**src/rtl/state_sequencer_if.sv**
```systemverilog
// Handshake bundle between the CDECV control sequencer and its decoder/monitor.
// The sequencer takes the slave side and the decoder/monitor take the master side.
interface state_sequencer_if #(
    parameter int CNT_W = 16
);
    logic [7:0]       I;
    logic             end_sq;
    logic             pause_cc;
    logic             run;
    logic             step;
    logic             resume;
    logic [11:0]      state;
    logic             halted;
    logic             instr_done;
    logic             illegal;
    logic [CNT_W-1:0] cycle_count;

    modport master (
        output I, end_sq, pause_cc, run, step, resume,
        input  state, halted, instr_done, illegal, cycle_count
    );

    modport slave (
        input  I, end_sq, pause_cc, run, step, resume,
        output state, halted, instr_done, illegal, cycle_count
    );
endinterface

```
**src/rtl/state_sequencer.sv**
```systemverilog
// CDECV control sequencer: fetch F0..F3, dispatch on opcode, step through exec groups,
// and report halt, completion, illegal/aborted sequences and active cycle count.
module state_sequencer #(
    parameter int CNT_W = 16
) (
    input  logic              clk,
    input  logic              reset,
    state_sequencer_if.slave  bus
);
    localparam logic [11:0] S_R    = 12'h000;
    localparam logic [11:0] S_F0   = 12'h010;
    localparam logic [11:0] S_F1   = 12'h011;
    localparam logic [11:0] S_F2   = 12'h012;
    localparam logic [11:0] S_F3   = 12'h013;
    localparam logic [11:0] S_MOV0 = 12'h020;
    localparam logic [11:0] S_LD0  = 12'h040;
    localparam logic [11:0] S_ST0  = 12'h080;
    localparam logic [11:0] S_HALT = 12'h800;

    // Exec groups: upper byte of the state code and the step index that must see end_sq.
    localparam int N_GRP = 3;
    localparam logic [7:0] GRP_CODE [N_GRP] = '{8'h02, 8'h04, 8'h08};
    localparam logic [3:0] GRP_LAST [N_GRP] = '{4'd0, 4'd4, 4'd4};

    logic [11:0]      state_reg, state_next;
    logic             halted_reg, halted_next;
    logic             instr_done_reg, instr_done_next;
    logic             illegal_reg, illegal_next;
    logic [CNT_W-1:0] count_reg, count_next;

    logic [N_GRP-1:0] in_grp;
    logic [N_GRP-1:0] at_last;
    logic             exec;
    logic             last;
    logic             paused;
    logic [3:0]       op;
    logic             op_halt;
    logic             op_legal;
    logic [11:0]      ret_state;
    logic             unused_i_lo;

    generate
        for (genvar gi = 0; gi < N_GRP; gi++) begin : g_grp
            assign in_grp[gi]  = (state_reg[11:4] == GRP_CODE[gi]);
            assign at_last[gi] = in_grp[gi] && (state_reg[3:0] == GRP_LAST[gi]);
        end
    endgenerate

    assign exec        = |in_grp;
    assign last        = |at_last;
    assign paused      = bus.pause_cc && (state_reg != S_HALT);
    assign op          = bus.I[7:4];
    assign op_halt     = (op == 4'hF);
    assign op_legal    = (op == 4'h1) || (op == 4'h2) || (op == 4'h3) || op_halt;
    assign ret_state   = bus.run ? S_F0 : S_R;
    assign unused_i_lo = ^bus.I[3:0];

    always_ff @(posedge clk) begin
        if (reset) begin
            state_reg      <= S_R;
            halted_reg     <= 1'b0;
            instr_done_reg <= 1'b0;
            illegal_reg    <= 1'b0;
            count_reg      <= '0;
        end else begin
            state_reg      <= state_next;
            halted_reg     <= halted_next;
            instr_done_reg <= instr_done_next;
            illegal_reg    <= illegal_next;
            count_reg      <= count_next;
        end
    end

    always_comb begin
        state_next = state_reg;
        if (!paused) begin
            case (state_reg)
                S_R:    if (bus.run || bus.step) state_next = S_F0;
                S_F0:   state_next = S_F1;
                S_F1:   state_next = S_F2;
                S_F2:   state_next = S_F3;
                S_F3: begin
                    case (op)
                        4'h1:    state_next = S_MOV0;
                        4'h2:    state_next = S_LD0;
                        4'h3:    state_next = S_ST0;
                        4'hF:    state_next = S_HALT;
                        default: state_next = ret_state;
                    endcase
                end
                S_HALT: if (bus.resume) state_next = S_R;
                default: begin
                    // Completion and abort both leave the group the same way.
                    if (exec) begin
                        if (bus.end_sq || last) state_next = ret_state;
                        else                    state_next = state_reg + 12'd1;
                    end else begin
                        state_next = S_R;
                    end
                end
            endcase
        end
    end

    always_comb begin
        halted_next     = (state_next == S_HALT);
        instr_done_next = 1'b0;
        illegal_next    = 1'b0;
        count_next      = count_reg;
        if (!paused) begin
            if (state_reg == S_F3) begin
                instr_done_next = op_halt;
                illegal_next    = !op_legal;
            end
            if (exec) begin
                instr_done_next = bus.end_sq;
                illegal_next    = !bus.end_sq && last;
            end
        end
        if ((state_reg != S_R) && !bus.pause_cc) count_next = count_reg + 1'b1;
    end

    assign bus.state       = state_reg;
    assign bus.halted      = halted_reg;
    assign bus.instr_done  = instr_done_reg;
    assign bus.illegal     = illegal_reg;
    assign bus.cycle_count = count_reg;
endmodule

```
**src/flat_wrapper.sv**
```systemverilog
// flat-port wrapper written by rule: the top's interface ports become plain ports
module state_sequencer_flat 
#(
    parameter int CNT_W = 16
)
  (clk, reset, bus_I, bus_end_sq, bus_pause_cc, bus_run, bus_step, bus_resume, bus_state, bus_halted, bus_instr_done, bus_illegal, bus_cycle_count);
  state_sequencer_if #(.CNT_W(CNT_W)) bus_i ();
  input  logic clk;
  input  logic reset;
  input wire logic [$bits(bus_i.I)-1:0] bus_I;
  input wire logic [$bits(bus_i.end_sq)-1:0] bus_end_sq;
  input wire logic [$bits(bus_i.pause_cc)-1:0] bus_pause_cc;
  input wire logic [$bits(bus_i.run)-1:0] bus_run;
  input wire logic [$bits(bus_i.step)-1:0] bus_step;
  input wire logic [$bits(bus_i.resume)-1:0] bus_resume;
  output wire logic [$bits(bus_i.state)-1:0] bus_state;
  output wire logic [$bits(bus_i.halted)-1:0] bus_halted;
  output wire logic [$bits(bus_i.instr_done)-1:0] bus_instr_done;
  output wire logic [$bits(bus_i.illegal)-1:0] bus_illegal;
  output wire logic [$bits(bus_i.cycle_count)-1:0] bus_cycle_count;
  assign bus_i.I = bus_I;
  assign bus_i.end_sq = bus_end_sq;
  assign bus_i.pause_cc = bus_pause_cc;
  assign bus_i.run = bus_run;
  assign bus_i.step = bus_step;
  assign bus_i.resume = bus_resume;
  assign bus_state = bus_i.state;
  assign bus_halted = bus_i.halted;
  assign bus_instr_done = bus_i.instr_done;
  assign bus_illegal = bus_i.illegal;
  assign bus_cycle_count = bus_i.cycle_count;
  state_sequencer #(.CNT_W(CNT_W)) u_core (.clk(clk), .reset(reset), .bus(bus_i));
endmodule
```
**config.mk**
```make
export PLATFORM = sky130hd
export DESIGN_NAME = state_sequencer_flat
export DESIGN_NICKNAME = d
export VERILOG_FILES = /design/src/rtl/state_sequencer_if.sv /design/src/rtl/state_sequencer.sv /design/src/flat_wrapper.sv
export SDC_FILE = /design/constraint.sdc
export NUM_CORES = 1
export LEC_CHECK = 0
export ABC_AREA = 1
export BUFFER_PORTS_ARGS = -buffer_cell sky130_fd_sc_hd__clkbuf_2
export CORE_MARGIN = 1
export CORE_UTILIZATION = 50
export DETAILED_ROUTE_END_ITERATION = 16
export PLACE_DENSITY = 0.73
export RECOVER_POWER = 100
export SYNTH_ARGS = -nofsm -noshare
export SYNTH_HDL_FRONTEND = slang
export SYNTH_SLANG_ARGS = --single-unit
```
**constraint.sdc**
```tcl
create_clock -name clk -period 2.7 [get_ports clk]
set_input_delay 0 -clock clk [delete_from_list [all_inputs] [get_ports clk]]
set_output_delay 0 -clock clk [all_outputs]
set_load 0.05 [all_outputs]
```
==> run_results.csv, run 1 <==
group,metric,value,unit
run_status,status,"finished, final reports clean",
route,drt_first_pass_iters,5,
clocking,clk_latency,280,ps
synth,yosys.area.top_type,"dfxtp_1",
route,postRouteWirelength,4.54,mm
route,post_drt_wl_per_cell,11.6,um
clocking,ctsResizeCount,0,
floorplanning,num_rows,22,
critical_path,endpoint,"u_core.bus.halted",
place,gp_congestion,0.917,
synth,syn_nets,319,
pwr,vdd_drop_max,397,uV
pwr,pwr-share-seq,0.472,
route,avgViaCountPerCell,5.08,
critical_path,reg2reg_to,"u_core.bus.halted",
pwr,p_leak,0.941,nW
floorplanning,fp.dieH,64.3,um
final_layout,drive_gt1_frac,0.0875,
synth,syn_inst,299,
critical_path,critPathSlowestCell,"dfxtp_1",
final_layout,fin_util,0.597,
timing,finalSetupViolCount,0,
clocking,h-tree-depth,2,
critical_path,cpPeakStageDelay,470,ps
clocking,ctsLongestPathBuffers,2,
final_layout,largest_reg_flops,16,
pwr,power_switching,0.318,mW
pwr,comb_power_share,0.180,
timing,hold_violations,0,
clocking,clk_pin_slew_worst_paths,60,ps
global_routing,grt_usage,0.250,
synth,ys_seq_elements,31,
synth,syn_area,0.00194,mm^2
place,portBuffers,41,
final_layout,fillCellCount,386,
critical_path,startpoint,"u_core.bus.state[0]",
job,drv_cap,0,
synth,synth_area_leaders,"dfxtp_1, nand2_1, nor2_1",
synth,synth.distinct_cells,29,
timing,timing.final.crit_share,0.868,
global_routing,grt_pass1_vias,1880,
pwr,powerDensity,462,mW/mm^2
synth,synth-seq-area-share,0.319,
final_layout,final_nets,362,
route,drc,0,
floorplanning,die_x,64.3,um
place,dpl.hpwl,3.42,mm
floorplanning,initial_core_util,0.527,
clocking,cts_hold_buffers,0,
global_routing,gr-total-overflow,0,
critical_path,cp-start-kind,"flip-flop",
critical_path,r2r-start,"u_core.bus.state[0]",
worst_hold_path,holdCritPathClass,"in -> reg",
global_routing,antenna_found_initial,0,
clocking,numCtsBuffers,5,
route,vias,1986,
route,postRouteAntennaNets,0,
timing,finalSetupTns,0,ps
clocking,clock_sinks,31,
critical_path,critPathCaptureType,"flip-flop",
final_layout,final_common_cell,"nand2_1",
critical_path,arrival,2520,ps
timing,tightest_slew,606,ps
timing,slew_headroom,0.598,
final_layout,most-common-layout-cells,"nand2_1, nor2_1, inv_1",
critical_path,rrSetupSlack,360,ps
pwr,power_switching_share,0.313,
timing,drv_slew,0,
pwr,pwr-share-clk,0.348,
timing,rsz0062_at_grt,"false",
critical_path,required,2880,ps
clocking,post_cts_buffers,0,
final_layout,synthToLayoutAreaGrowth,13.3,%
route,dr.first_iter.drc_count,208,
global_routing,grt_max_degree,22,
place,placedInstanceArea,0.00217,mm^2
synth,synth_top_area_frac,0.319,
synth,yosysWarnings,0,
clocking,cts_tree,"built",
pwr,power,1.02,mW
timing,skew,7.14,ps
critical_path,crit_fanout,7,
floorplanning,design.core.area,0.00369,mm^2
final_layout,final_area,0.00220,mm^2
floorplanning,io_pins,46,
global_routing,grt_first_pass_wirelength,8.02,mm
clocking,cts_root_buf,"clkbuf_8",
floorplanning,dieArea,0.00414,mm^2
timing,max_clock_freq,427,MHz
final_layout,diodes,0,
critical_path,worstRegToRegCells,11,
timing,finalCriticalPeriod,2340,ps
critical_path,crit_type,"reg -> reg",
pwr,internal-power,0.698,mW
critical_path,cp_cell_sequence,"inv_1 > ha_1 > nand2_1 > nand3b_1 > nand2_1 > nor2_1 > nor2_1 > o21ai_0 > a21oi_1 > nand2_1 > nor2_1",
synth,avgSynthCellArea,6.50,um^2
[synth_stat cells (all sizes together)]
library cell / number
o21ai: 13
inv: 39
nor4: 4
clkbuf: 2
a211oi: 3
ha: 5
dfxtp: 31
o211ai: 2
a21oi: 18
nor2: 57
o31ai: 2
nand3b: 2
nor3: 9
xnor2: 1
xor2: 4
nand2: 72
nand4: 9
nand3: 23
buf: 3
[logic make-up (layout without fill, tap and decap cells)]
family                   Yosys count  after routing  synth area share
AO/OA/AOI/OAI                     38             38             0.107
flip-flops                        31             31             0.319
adder cells (fa/ha/maj)            5              5            0.0322
buffers and inverters             44             88            0.0934
XOR/XNOR                           5              5            0.0225
AND/OR/NAND/NOR                  176            176             0.426
[power by group through the flow]
stage	Combinational (mW)	Sequential, mW	Clock (mW)
2_1_floorplan	0.118	0.520	0
3_3_place_gp	0.188	0.490	0
3_5_place_dp	0.189	0.489	0
4_1_cts	0.190	0.479	0.366
5_1_grt	0.203	0.481	0.393
6_report	0.183	0.479	0.354
[worst max-delay path, delay by kind of cell, from the launching register on]
| kind | cells | cell delay [ps] |
|---|---|---|
| DFF | 1 | 470 |
| adders and majority gates | 1 | 250 |
| and+or+nand+nor | 7 | 1040 |
| AOI/OAI and AO/OA | 2 | 360 |
| buffers and inverters | 1 | 120 |
[worst min-delay path by stage]
stage / startpoint / to / cells past startpoint
after floorplan: reset / u_core.bus.state[11] / 3
after global placement: bus_I[4] / u_core.bus.state[7] / 3
after detailed placement: bus_I[4] / u_core.bus.state[7] / 3
after CTS: bus_I[4] / u_core.bus.state[7] / 3
after global routing: bus_I[4] / u_core.bus.state[7] / 3
final: bus_I[4] / u_core.bus.state[7] / 3
[routing by layer]
metal / vias to the layer above / global-route usage / wire length [um]
met1: 850 / 0.336 / 2240
met4: 0 / 0.0861 / 51
met5: - / 0 / 0
li1: 1060 / - / -
met3: 8 / 0.0661 / 374
met2: 68 / 0.382 / 1870
[metrics by stage]
step                std cells  hold slack [ps]  setup WS [ps]
floorplan                 299              168            474
global placement          383              338            644
detailed placement        383              342            618
CTS                       391             43.2            602
global route              391             50.9            168
finish                    391             46.2            356
[final cells by class]
| class | instances | area (um^2) | share of cell area |
|---|---|---|---|
| clock buffers | 7 | 76.3 | 0.0347 |
| multi-input cells | 224 | 1130 | 0.512 |
| repair buffers | 41 | 166 | 0.0756 |
| flip-flops and latches | 31 | 621 | 0.282 |
| well taps | 48 | 60.1 | 0.0273 |
| inverters | 39 | 146 | 0.0665 |
| clock inverters | 1 | 5.00 | 0.00227 |
No activity file was read; power rests on OpenSTA's default activity.
==> run 2, diff against run 1 <==
--- a/config.mk
+++ b/config.mk
@@ -5,12 +5,11 @@
 export SDC_FILE = /design/constraint.sdc
 export NUM_CORES = 1
 export LEC_CHECK = 0
-export ABC_AREA = 1
 export BUFFER_PORTS_ARGS = -buffer_cell sky130_fd_sc_hd__clkbuf_2
 export CORE_MARGIN = 1
 export CORE_UTILIZATION = 50
 export DETAILED_ROUTE_END_ITERATION = 16
-export PLACE_DENSITY = 0.73
+export PLACE_DENSITY = 0.74
 export RECOVER_POWER = 100
 export SYNTH_ARGS = -nofsm -noshare
 export SYNTH_HDL_FRONTEND = slang
==> run_results.csv, run 2 <==
group,metric,value,unit
synth,synth_top_family_by_area,"simple AND/OR/NAND/NOR gates",
final_layout,final_nets,279,
pwr,vdd_drop_max,315,uV
synth,syn_nets,231,
worst_hold_path,holdCritPathClass,"in -> reg",
final_layout,drive_gt1_frac,0.108,
floorplanning,fp.dieH,61.5,um
place,dpl.hpwl,3.06,mm
critical_path,r2r-start,"u_core.bus.state[6]",
route,post_drt_wl_per_cell,13.7,um
clocking,h-tree-depth,2,
global_routing,grt_max_degree,31,
synth,avgSynthCellArea,8.40,um^2
floorplanning,initial_core_util,0.527,
place,gp_congestion,0.889,
final_layout,diodes,0,
run_status,status,"finished, final reports clean",
synth,synthAdderAreaFrac,0.0353,
route,drt_first_pass_iters,4,
timing,max_clock_freq,407,MHz
synth,ys_seq_elements,31,
route,postRouteWirelength,4.19,mm
clocking,numCtsBuffers,5,
synth,synth.distinct_cells,51,
timing,tightest_slew,612,ps
floorplanning,num_rows,21,
critical_path,path_depth,6,
global_routing,antenna_found_initial,0,
critical_path,crit_fanout,10,
synth,async_reset_ff_frac,0,
critical_path,reg2reg_to,"u_core.bus.halted",
final_layout,largest_reg_flops,16,
final_layout,fillCellCount,358,
timing,slew_headroom,0.587,
synth,synth_top_area_frac,0.350,
clocking,clk_pin_slew_worst_paths,100,ps
synth,synth_edf_count,0,
critical_path,crit_type,"reg -> reg",
floorplanning,io_pins,46,
route,postRouteAntennaNets,0,
final_layout,seq_area,621,um^2
synth,synth-simple-area-share,0.309,
clocking,cts_tree,"built",
job,drv_cap,0,
timing,finalSetupViolCount,0,
floorplanning,design.core.area,0.00336,mm^2
global_routing,gr-total-overflow,0,
final_layout,final_common_cell,"clkbuf_1",
synth,syn_inst,211,
synth,synth_xor_area_frac,0.0692,
critical_path,critPathBufInv,0,
critical_path,required,2930,ps
synth,yosys_most_used_dff,"dfxtp_1",
clocking,clk_latency,330,ps
critical_path,endpoint,"u_core.bus.halted",
synth,synthMuxAreaShare,0.0169,
place,portBuffers,41,
synth,synth-seq-area-share,0.350,
route,avgViaCountPerCell,5.80,
critical_path,rrSetupSlack,240,ps
final_layout,synthToLayoutAreaGrowth,15.4,%
timing,finalSetupTns,0,ps
timing,hold_violations,0,
global_routing,grt_first_pass_wirelength,6.55,mm
final_layout,most-common-layout-cells,"clkbuf_1, nor2_1, dfxtp_1",
route,dr.first_iter.drc_count,122,
floorplanning,die_x,61.5,um
timing,finalCriticalPeriod,2460,ps
pwr,p_leak,0.761,nW
global_routing,grt_usage,0.243,
critical_path,critPathCaptureType,"flip-flop",
pwr,power,0.824,mW
clocking,cts_root_buf,"clkbuf_4",
critical_path,crit_family,"compound AO/OA/AOI/OAI gates",
critical_path,cp_cell_sequence,"or4b_1 > a311oi_2 > nor4_2 > a211oi_1 > o2111ai_1 > nor4_1",
worst_hold_path,worstHoldStart,"bus_I[4]",
floorplanning,dieArea,0.00379,mm^2
global_routing,grt_pass1_vias,1488,
pwr,powerDensity,403,mW/mm^2
clocking,ctsLongestPathBuffers,2,
critical_path,critPathSlowestCell,"or4b_1",
route,drc,0,
timing,skew,10.3,ps
route,vias,1775,
critical_path,cpPeakStageDelay,590,ps
critical_path,startpoint,"u_core.bus.state[6]",
timing,timing.final.crit_share,0.910,
critical_path,worstRegToRegCells,6,
clocking,post_cts_buffers,0,
synth,yosysWarnings,0,
critical_path,cp-start-kind,"flip-flop",
synth,synth_compound_area_frac,0.181,
critical_path,arrival,2690,ps
synth,syn_area,0.00177,mm^2
synth,synth_area_leaders,"dfxtp_1, nor2_1, xor2_1",
final_layout,multi_input_area,0.00106,mm^2
synth,synth_common_cells,"dfxtp_1, nor2_1, o21ai_0",
clocking,clock_sinks,31,
synth,yosys.area.top_type,"dfxtp_1",
timing,drv_slew,0,
timing,rsz0062_at_grt,"false",
## run 2: changes by cell type in the layout (fill, tap and decap cells not counted), moves of 6 or more
cell	change
buf_4	+6
xor2_1	+6
or3_1	+6
nand2_1	-57
inv_1	-28
nand3_1	-13
a21oi_1	-9
nor2_1	-20
## run 2: power by group
group	switching [mW]	leakage, nW	internal (mW)
Combinational	0.0650	0.482	0.0326
Sequential	0.00670	0.250	0.461
Clock	0.157	0.0293	0.101
## run 2: routing by layer
metal | wire (um) | global-route usage | share of wire
met2 | 1980 | 0.379 | 0.47
met3 | 208 | 0.0693 | 0.050
met4 | 85 | 0.130 | 0.020
met1 | 1920 | 0.302 | 0.46
met5 | 0 | 0 | 0
## run 2: worst min path at each step
stage               cells after the start                  end  slack (ps)
global route                            4  u_core.bus.state[6]          50
CTS                                     4  u_core.bus.state[6]          20
global placement                        3  u_core.bus.state[6]         340
finish                                  4  u_core.bus.state[6]          30
detailed placement                      3  u_core.bus.state[6]         340
floorplan                               2  u_core.bus.state[6]         170
## run 2: area by class of cell
class | instances | share of cell area
well taps | 46 | 0.0282
clock inverters | 1 | 0.00245
clock buffers | 7 | 0.0220
flip-flops and latches | 31 | 0.304
repair buffers | 49 | 0.110
multi-input cells | 163 | 0.517
inverters | 9 | 0.0165
## run 2: logic make-up (layout without fill, tap and decap cells)
group	count (synthesis)	in the layout
AO/OA/AOI/OAI	43	43
XOR/XNOR	14	14
adder cells (fa/ha/maj)	5	5
buffers and inverters	17	66
flip-flops	31	31
multiplexers	3	3
AND/OR/NAND/NOR	98	98
## run 2: worst min-delay path, stage by stage
cell and delay, ps:
clkbuf_2 120, inv_1 70, nand3b_1 80, a21oi_1 60
## run 2: stage by stage
| stage | hold slack, ps | cell area, um^2 | cells | util | setup WS (ps) |
|---|---|---|---|---|---|
| detailed placement | 344 | 2050 | 297 | 0.610 | 261 |
| finish | 31.8 | 2040 | 306 | 0.608 | 243 |
| CTS | 23.4 | 2110 | 306 | 0.628 | 225 |
| global route | 53.0 | 2040 | 306 | 0.608 | 66.6 |
| global placement | 340 | 2050 | 297 | 0.610 | 308 |
| floorplan | 166 | 1770 | 211 | - | 250 |
## run 2: what timing repair did
action	CTS	global route
gates resized for setup	0	0
hold endpoints to repair	1	0
hold buffers	1	0
==> run 3, diff against run 2 <==
--- a/config.mk
+++ b/config.mk
@@ -11,6 +11,7 @@
 export DETAILED_ROUTE_END_ITERATION = 16
 export PLACE_DENSITY = 0.74
 export RECOVER_POWER = 100
+export SETUP_SLACK_MARGIN = 0.3
 export SYNTH_ARGS = -nofsm -noshare
 export SYNTH_HDL_FRONTEND = slang
 export SYNTH_SLANG_ARGS = --single-unit
==> run_results.csv, run 3 (synthesis results as in run 2) <==
group,metric,value,unit
run_status,status,"finished, final reports clean",
pwr,p_leak,0.768,nW
final_layout,stdcell_count,305,
global_routing,gr-total-overflow,0,
pwr,vdd_drop_max,331,uV
worst_hold_path,holdCritPathClass,"in -> reg",
floorplanning,fp.dieH,61.5,um
global_routing,antenna_found_initial,0,
global_routing,grt_usage,0.246,
final_layout,seq_area,626,um^2
clocking,clk_latency,330,ps
route,vias,1775,
timing,rsz0062_at_grt,"true",
route,avgViaCountPerCell,5.82,
final_layout,largest_reg_flops,16,
timing,drv_slew,0,
route,dr.first_iter.drc_count,137,
place,placedCellCount,295,
critical_path,rrSetupSlack,270,ps
timing,timing.final.crit_share,0.900,
critical_path,cp-start-kind,"flip-flop",
timing,finalSetupTns,0,ps
job,drv_cap,0,
timing,finalSetupViolCount,0,
pwr,powerDensity,423,mW/mm^2
clocking,clock_sinks,31,
clocking,cts_tree,"built",
critical_path,arrival,2700,ps
critical_path,crit_fanout,10,
route,post_drt_wl_per_cell,14.5,um
floorplanning,design.core.area,0.00336,mm^2
critical_path,crit_type,"reg -> reg",
place,gp_congestion,0.869,
clocking,h-tree-depth,2,
timing,finalCriticalPeriod,2430,ps
timing,max_clock_freq,412,MHz
final_layout,synthToLayoutAreaGrowth,18.0,%
floorplanning,die_x,61.5,um
timing,hold_violations,0,
critical_path,critPathCaptureType,"flip-flop",
pwr,power,0.885,mW
critical_path,required,2970,ps
floorplanning,dieArea,0.00379,mm^2
final_layout,multi_input_area,0.00109,mm^2
final_layout,fillCellCount,357,
worst_hold_path,worstHoldStart,"bus_I[4]",
clocking,clk_pin_slew_worst_paths,100,ps
route,drc,0,
clocking,numCtsBuffers,5,
place,dpl.hpwl,3.13,mm
floorplanning,io_pins,46,
worst_hold_path,worstHoldEndpoint,"u_core.bus.state[6]",
final_layout,most-common-layout-cells,"clkbuf_1, nor2_1, dfxtp_1",
worst_hold_path,whs_path_depth,4,
timing,tightest_slew,707,ps
final_layout,final_common_cell,"clkbuf_1",
global_routing,grt_max_degree,31,
route,postRouteWirelength,4.42,mm
place,portBuffers,41,
route,postRouteAntennaNets,0,
final_layout,diodes,0,
global_routing,grt_first_pass_wirelength,6.67,mm
global_routing,grt_pass1_vias,1426,
timing,skew,12.4,ps
final_layout,final_nets,278,
route,drt_first_pass_iters,4,
final_layout,drive_gt1_frac,0.135,
floorplanning,num_rows,21,
clocking,ctsLongestPathBuffers,2,
floorplanning,initial_core_util,0.527,
critical_path,r2r-start,"u_core.bus.state[6]",
clocking,cts_root_buf,"clkbuf_4",
critical_path,reg2reg_to,"u_core.bus.state[5]",
critical_path,worstRegToRegCells,5,
timing,slew_headroom,0.526,
[run 3: worst max-delay path by stage]
stage | start | end | cells after the start
global placement | u_core.bus.state[0] | u_core.bus.halted | 8
floorplan | u_core.bus.state[11] | u_core.bus.halted | 5
CTS | u_core.bus.state[2] | u_core.bus.state[5] | 5
detailed placement | u_core.bus.state[0] | u_core.bus.halted | 8
global route | u_core.bus.state[0] | u_core.bus.halted | 8
finish | u_core.bus.state[6] | u_core.bus.state[5] | 5
[run 3: critical path, cell delays in order, from the launching register on]
cell and delay (ps):
dfxtp_1 430, or3_1 430, o41a_1 530, or4_1 610
o31a_1 280, nor2_1 80
[run 3: cell type report]
cell class | count | area share
Multi-Input combinational cell | 163 | 0.522
Sequential cell | 31 | 0.299
Timing Repair Buffer | 48 | 0.102
Clock buffer | 8 | 0.0329
Tap cell | 46 | 0.0275
Inverter | 9 | 0.0162
[run 3: through the flow]
step | cell area (um^2) | util | setup slack, ps | hold WS [ps]
after detailed placement | 2040 | 0.607 | 237 | 348
final | 2090 | 0.622 | 270 | 36.0
after global routing | 2090 | 0.622 | 132 | 38.8
after floorplan | 1780 | - | 326 | 166
after CTS | 2130 | 0.635 | 341 | 23.5
after global placement | 2040 | 0.607 | 271 | 341
[run 3: layer usage]
metal,GRT usage,vias up,wire length (um),part of all wire
li1,-,876,-,-
met1,0.307,822,1940,0.44
met2,0.398,67,2120,0.48
met3,0.0714,10,283,0.064
met4,0.102,0,72,0.016
met5,0,-,0,0
[run 3: repair_timing]
action / in CTS / in global routing
resized for setup: 2 / 4
gates cloned: 0 / 0
hold endpoints to repair: 1 / 0
buffers inserted: 0 / 1
pin swaps: 1 / 2
endpoints found under the setup margin: 1 / 8
hold buffers: 1 / 0
[run 3: where the power goes]
group          internal (mW)  total, mW  switching [mW]
Sequential             0.462      0.468         0.00679
Combinational         0.0339      0.103          0.0693
Clock                  0.153      0.313           0.160
Total                  0.649      0.885           0.236
